$ cat src/rtl/guess_game_ctrl.sv
// guess_game_ctrl: button sync, step pacing and score/level/lives sequencing for the LED guessing game
module guess_game_ctrl #(
    parameter int CNT_W     = 27,
    parameter int BASE_DIV  = 50000000,
    parameter int DIV_STEP  = 5000000,
    parameter int MAX_LEVEL = 7,
    parameter int LIVES     = 3
) (
    input  logic       i_clk,
    input  logic       i_rst,
    input  logic       i_start,
    input  logic [3:0] i_btn_in,
    input  logic       i_fsm_win,
    input  logic       i_fsm_lose,
    output logic [3:0] o_btn_out,
    output logic       o_fsm_en,
    output logic       o_fsm_rst,
    output logic [7:0] o_score,
    output logic [2:0] o_level,
    output logic [1:0] o_lives,
    output logic       o_playing,
    output logic       o_game_over
);
    typedef enum logic [2:0] {S_IDLE, S_ARM, S_RUN, S_WIN_HOLD, S_LOSE_HOLD, S_OVER} state_t;

    if (BASE_DIV - MAX_LEVEL * DIV_STEP < 2) begin : g_bad_period
        $error("guess_game_ctrl: shortest step period must be at least 2 cycles");
    end

    logic [3:0]       r_btn_s1, r_btn_s2;
    logic             r_start_s1, r_start_s2, r_start_prev;
    state_t           r_state;
    logic [CNT_W-1:0] r_cnt;
    logic [7:0]       r_score;
    logic [2:0]       r_level;
    logic [1:0]       r_lives;
    logic             r_fsm_rst, r_playing, r_game_over;
    logic             w_start_rise, w_wrap;
    logic [CNT_W-1:0] w_period;

    assign w_start_rise = r_start_s2 & ~r_start_prev;
    assign w_period     = CNT_W'(BASE_DIV) - CNT_W'(r_level) * CNT_W'(DIV_STEP);
    assign w_wrap       = (r_cnt == w_period - CNT_W'(1));
    assign o_btn_out    = r_btn_s2;
    assign o_fsm_en     = (r_state == S_RUN) && w_wrap;
    assign o_fsm_rst    = r_fsm_rst;
    assign o_score      = r_score;
    assign o_level      = r_level;
    assign o_lives      = r_lives;
    assign o_playing    = r_playing;
    assign o_game_over  = r_game_over;

    // two-flop synchronisers for the raw buttons plus a history flop for start edge detection
    always_ff @(posedge i_clk) begin
        if (!i_rst) begin
            r_btn_s1     <= '0;
            r_btn_s2     <= '0;
            r_start_s1   <= 1'b0;
            r_start_s2   <= 1'b0;
            r_start_prev <= 1'b0;
        end else begin
            r_btn_s1     <= i_btn_in;
            r_btn_s2     <= r_btn_s1;
            r_start_s1   <= i_start;
            r_start_s2   <= r_start_s1;
            r_start_prev <= r_start_s2;
        end
    end

    // step-period counter: free-runs only in RUN, idles at zero so every RUN entry starts a full period
    always_ff @(posedge i_clk) begin
        if (!i_rst) r_cnt <= '0;
        else        r_cnt <= (r_state == S_RUN && !w_wrap) ? r_cnt + CNT_W'(1) : '0;
    end

    // game sequencer with registered status outputs updated alongside the state
    always_ff @(posedge i_clk) begin
        if (!i_rst) begin
            r_state     <= S_IDLE;
            r_score     <= '0;
            r_level     <= '0;
            r_lives     <= 2'(LIVES);
            r_fsm_rst   <= 1'b1;
            r_playing   <= 1'b0;
            r_game_over <= 1'b0;
        end else begin
            case (r_state)
                S_IDLE: if (w_start_rise) begin
                    r_state   <= S_ARM;
                    r_score   <= '0;
                    r_level   <= '0;
                    r_lives   <= 2'(LIVES);
                    r_playing <= 1'b1;
                end
                S_ARM: begin
                    r_state   <= S_RUN;
                    r_fsm_rst <= 1'b0;
                end
                S_RUN: if (i_fsm_win) begin
                    r_state <= S_WIN_HOLD;
                    r_score <= (r_score == 8'hFF) ? r_score : r_score + 8'd1;
                    r_level <= (r_level == 3'(MAX_LEVEL)) ? r_level : r_level + 3'd1;
                end else if (i_fsm_lose) begin
                    r_state <= S_LOSE_HOLD;
                    r_lives <= r_lives - 2'd1;
                end
                S_WIN_HOLD: if (r_btn_s2 == 4'd0) begin
                    r_state   <= S_ARM;
                    r_fsm_rst <= 1'b1;
                end
                S_LOSE_HOLD: if (r_lives == 2'd0) begin
                    r_state     <= S_OVER;
                    r_fsm_rst   <= 1'b1;
                    r_playing   <= 1'b0;
                    r_game_over <= 1'b1;
                end else if (r_btn_s2 == 4'd0) begin
                    r_state   <= S_ARM;
                    r_fsm_rst <= 1'b1;
                end
                S_OVER: if (w_start_rise) begin
                    r_state     <= S_IDLE;
                    r_game_over <= 1'b0;
                end
                default: begin
                    r_state     <= S_IDLE;
                    r_fsm_rst   <= 1'b1;
                    r_playing   <= 1'b0;
                    r_game_over <= 1'b0;
                end
            endcase
        end
    end
endmodule

$ cat config.mk
export PLATFORM = sky130hd
export DESIGN_NAME = guess_game_ctrl
export DESIGN_NICKNAME = d
export VERILOG_FILES = /design/src/rtl/guess_game_ctrl.sv
export SDC_FILE = /design/constraint.sdc
export NUM_CORES = 1
export LEC_CHECK = 0
export CORE_MARGIN = 2
export CORE_UTILIZATION = 50
export DETAILED_ROUTE_END_ITERATION = 12
export GPL_ROUTABILITY_DRIVEN = 0
export HOLD_SLACK_MARGIN = 0.06
export PLACE_DENSITY = 0.7
export SKIP_LAST_GASP = 1
export SYNTH_ARGS = -nofsm -noshare
export SYNTH_HDL_FRONTEND = slang
export SYNTH_SLANG_ARGS = --single-unit
$ cat constraint.sdc
create_clock -name i_clk -period 14.3 [get_ports i_clk]
set_input_delay 3.575 -clock i_clk [delete_from_list [all_inputs] [get_ports i_clk]]
set_output_delay 3.575 -clock i_clk [all_outputs]
set_load 0.1 [all_outputs]
==> key figures <==
Status
  – Run status: finished clean

Setup path
  – Worst Path Class, Setup: flip-flop to output pin
  – Timing startpoint of the critical path: o_level[1]
  – Maximum net fanout on the critical path: 26
  – Kind of capture point of the worst setup path: output pin
  – Startpoint class of the critical path: flip-flop
  – Critical register-to-register path startpoint: o_level[1]
  – Worst endpoint data arrival time: 6.23 ns
  – Critical path data required time: 10.72 ns

Hold path
  – Worst Min Path Start: r_start_s1
  – Hold Crit Class: flip-flop to flip-flop

STA
  – Worst hold slack: 0.4393 ns
  – Unrepaired setup endpoints after global routing: false
  – Measured slew at the worst slew-check pin: 0.9818 ns
  – Final Hold Viols: 0
  – Time the worst path needs with I/O delays and setup: 9.804 ns
  – Worst-case clock skew: 0.009113 ns
  – Total count of max-transition violations in the final report: 0
  – Final worst-path setup slack: 4.496 ns
  – FMAX: 102.0 MHz
  – Total negative slack: 0 ns
  – Slew headroom: 0.3434
  – Final period util: 0.6856
  – # setup viols final: 0

Global route
  – Via count of the first global-routing pass: 2947
  – Overall Global Routing Usage: 0.2034
  – GRT Residual Overflow: 0
  – First-pass GRT wire length: 13.81 mm
  – Number of antenna violations at the first check in global routing: 0
  – Largest net degree at the start of global routing: 28

Synthesis
  – Register area share after synthesis: 0.3084
  – Cell variety after synth: 56
  – Post-Synthesis Cells: 425
  – Mapped Avg Cell Area: 8.705 sq um
  – Post-Synthesis Cell Area: 3700 sq um
  – Share of async-settable or async-resettable flops after synthesis: 0
  – Synthesized flop and latch total: 57
  – Prevailing post-synth register cell: dfxtp_1
  – Net count after synthesis: 451
  – Yosys warnings: 0
  – Number of enable-type register cells in the synthesized netlist: 0

Placed design
  – Post-detail-place hpwl: 5.697 mm
  – Cell area reported after detailed placement: 4036 sq um
  – Number of I/O port buffers: 29
  – Post-Place Worst Slack: 4.929 ns

Detailed routing
  – Drt wl/cell: 14.22 um
  – DRT antenna net count: 0
  – Wirelength, routed: 7.877 mm
  – Initial DRT Pass Iterations: 5
  – Iteration-0 DRC Markers: 138
  – Vias per inst: 5.422
  – Residual DRC: 0
  – Vias: 3004

CTS
  – H-tree lvl count: 3
  – Clock tree root buffer cell: clkbuf_8
  – Clock insertion delay at the later pin of the skew report: 0.34 ns
  – Reg clk slew, reported paths: 0.07 ns
  – Bufs on Longest Clock Path: 2
  – Number of hold buffers added after cts: 0
  – TritonCTS clock tree: done
  – Number of CTS-inserted buffers: 9
  – Setup Buffers After CTS: 0
  – Number of gates given a new drive strength after cts: 0
  – Sinks on the clock net: 57

Cells and area
  – Number of nets at the end of the flow: 476
  – Diodes inserted: 0
  – Count of filler cells inserted in the layout: 679
  – Total non-filler cell area in the finished layout: 4250 sq um
  – Layout Area Growth over Synthesis: 14.88%
  – Post-Route Utilization: 0.5891
  – Fraction of final layout cells with drive strength greater than 1: 0.1077
  – Leading cell types in the layout, fill and taps excluded: dfxtp_1, xnor2_1, nand2_1, xor2_1, clkdlybuf4s50_1
  – Most common cell after layout, fill and taps aside: dfxtp_1

Pwr
  – Total power per unit cell area: 87.13 nW/um^2
  – Worst vdd ir: 77.40 uV
  – Leakage Power: 1.560 nW

Job
  – Max-Cap Viols: 0

Floorplan
  – Core region area: 7214 sq um
  – Floorplan die area: 8104 sq um
  – DIE WIDTH: 90.02 um
  – Effective utilization at floorplan: 0.5128
  – Standard-cell row count: 31
  – I/O pin cnt: 30
  – Die outline height: 90.02 um
[stage by stage]
step | power (mW) | instances
after floorplan | 0.2033 | 425
after global placement | 0.2139 | 538
after CTS | 0.3753 | 554
after global routing | 0.3851 | 554
after detailed placement | 0.2143 | 538
final | 0.3703 | 554
[final cells by class]
class,instances,area [sq um],share of cell area
inverters,17,63.81,0.01501
well taps,99,123.9,0.02914
flip-flops and latches,57,1141,0.2685
clock inverters,5,62.56,0.01472
clock buffers,11,151.4,0.03562
repair buffers,31,305.3,0.07183
multi-input cells,334,2402,0.5652
[worst paths after layout]
path                     end  slack, ns  cells after the start
hold reg to reg   r_start_s2       0.44                      1
hold / removal    r_start_s2       0.44                      1
setup reg to reg   r_cnt[26]       9.55                     14
setup / recovery    o_fsm_en       4.50                     15
[sequential cells by signal, summed over array words and instances (netlist names), 2 cells and up]
signal	flops
r_btn_s1	4
r_state	3
o_level	3
r_cnt	27
o_score	8
o_btn_out	4
o_lives	2
[cell usage after synthesis, types with 2 or more instances]
| master | instances | area [sq um] |
|---|---|---|
| a211oi_1 | 3 | 22.52 |
| nor4_2 | 2 | 25.02 |
| nor2b_1 | 8 | 50.05 |
| nand4_1 | 4 | 25.02 |
| buf_2 | 2 | 10.01 |
| nor3_2 | 20 | 200.2 |
| clkbuf_1 | 11 | 41.29 |
| nor3b_1 | 4 | 30.03 |
| a211o_1 | 3 | 26.28 |
| mux2i_1 | 5 | 50.05 |
| o211ai_1 | 3 | 22.52 |
| xnor2_1 | 34 | 297.8 |
| a41oi_1 | 2 | 17.52 |
| and2_1 | 15 | 93.84 |
| a21o_1 | 2 | 15.01 |
| nand2b_1 | 6 | 37.54 |
| nor4_1 | 3 | 18.77 |
| o21ai_0 | 15 | 75.07 |
| a21boi_0 | 2 | 15.01 |
| and3_1 | 14 | 87.58 |
| xor2_1 | 31 | 271.5 |
| a21oi_1 | 16 | 80.08 |
| nor3_1 | 14 | 70.07 |
| fa_1 | 2 | 40.04 |
| buf_6 | 3 | 33.78 |
| and3b_1 | 2 | 17.52 |
| dfxtp_1 | 57 | 1141 |
| inv_1 | 17 | 63.81 |
| ha_1 | 15 | 187.7 |
| a31oi_1 | 5 | 31.28 |
| nor2_1 | 26 | 97.59 |
| o21ai_1 | 2 | 10.01 |
| and4_1 | 3 | 26.28 |
| nand3_1 | 18 | 90.09 |
| o21a_1 | 3 | 22.52 |
| nand2_1 | 33 | 123.9 |
[cells by family (layout without fill, tap and decap cells)]
kind of cell	Yosys count	in the layout	share of synthesized area
buffers and inverters	34	64	0.04227
xor gates and xnor gates	66	66	0.1583
muxes	6	6	0.01725
adders and majority gates	17	17	0.06155
AOI/OAI and AO/OA	67	67	0.1234
DFF	57	57	0.3084
and+or+nand+nor	178	178	0.2888
[power breakdown]
| group | leakage [nW] | internal [mW] | switching, mW |
|---|---|---|---|
| clock | 0.102 | 0.0908 | 0.0684 |
| combinational | 0.995 | 0.0141 | 0.0294 |
| sequential | 0.462 | 0.163 | 0.00494 |
| total | 1.56 | 0.268 | 0.103 |
[per-layer routing]
metal	share of wire	vias up	GRT usage
li1	-	1525	-
met1	0.46	1412	0.2570
met2	0.49	56	0.3415
met3	0.033	11	0.05029
met4	0.013	0	0.06410
met5	0	-	0
[critical path: stages (launching register included)]
cell,delay [ns]
dfxtp_1,0.82
inv_1,0.29
ha_1,0.37
inv_1,0.07
fa_1,0.53
nor4_2,0.33
a21oi_1,0.14
mux2i_2,0.40
xnor2_1,0.14
a211o_1,0.32
a221oi_2,0.25
o211ai_1,0.17
nor4_4,0.28
buf_4,0.39
and2_1,0.22
clkdlybuf4s50_1,1.14
Power figures use the tool's default switching activity.
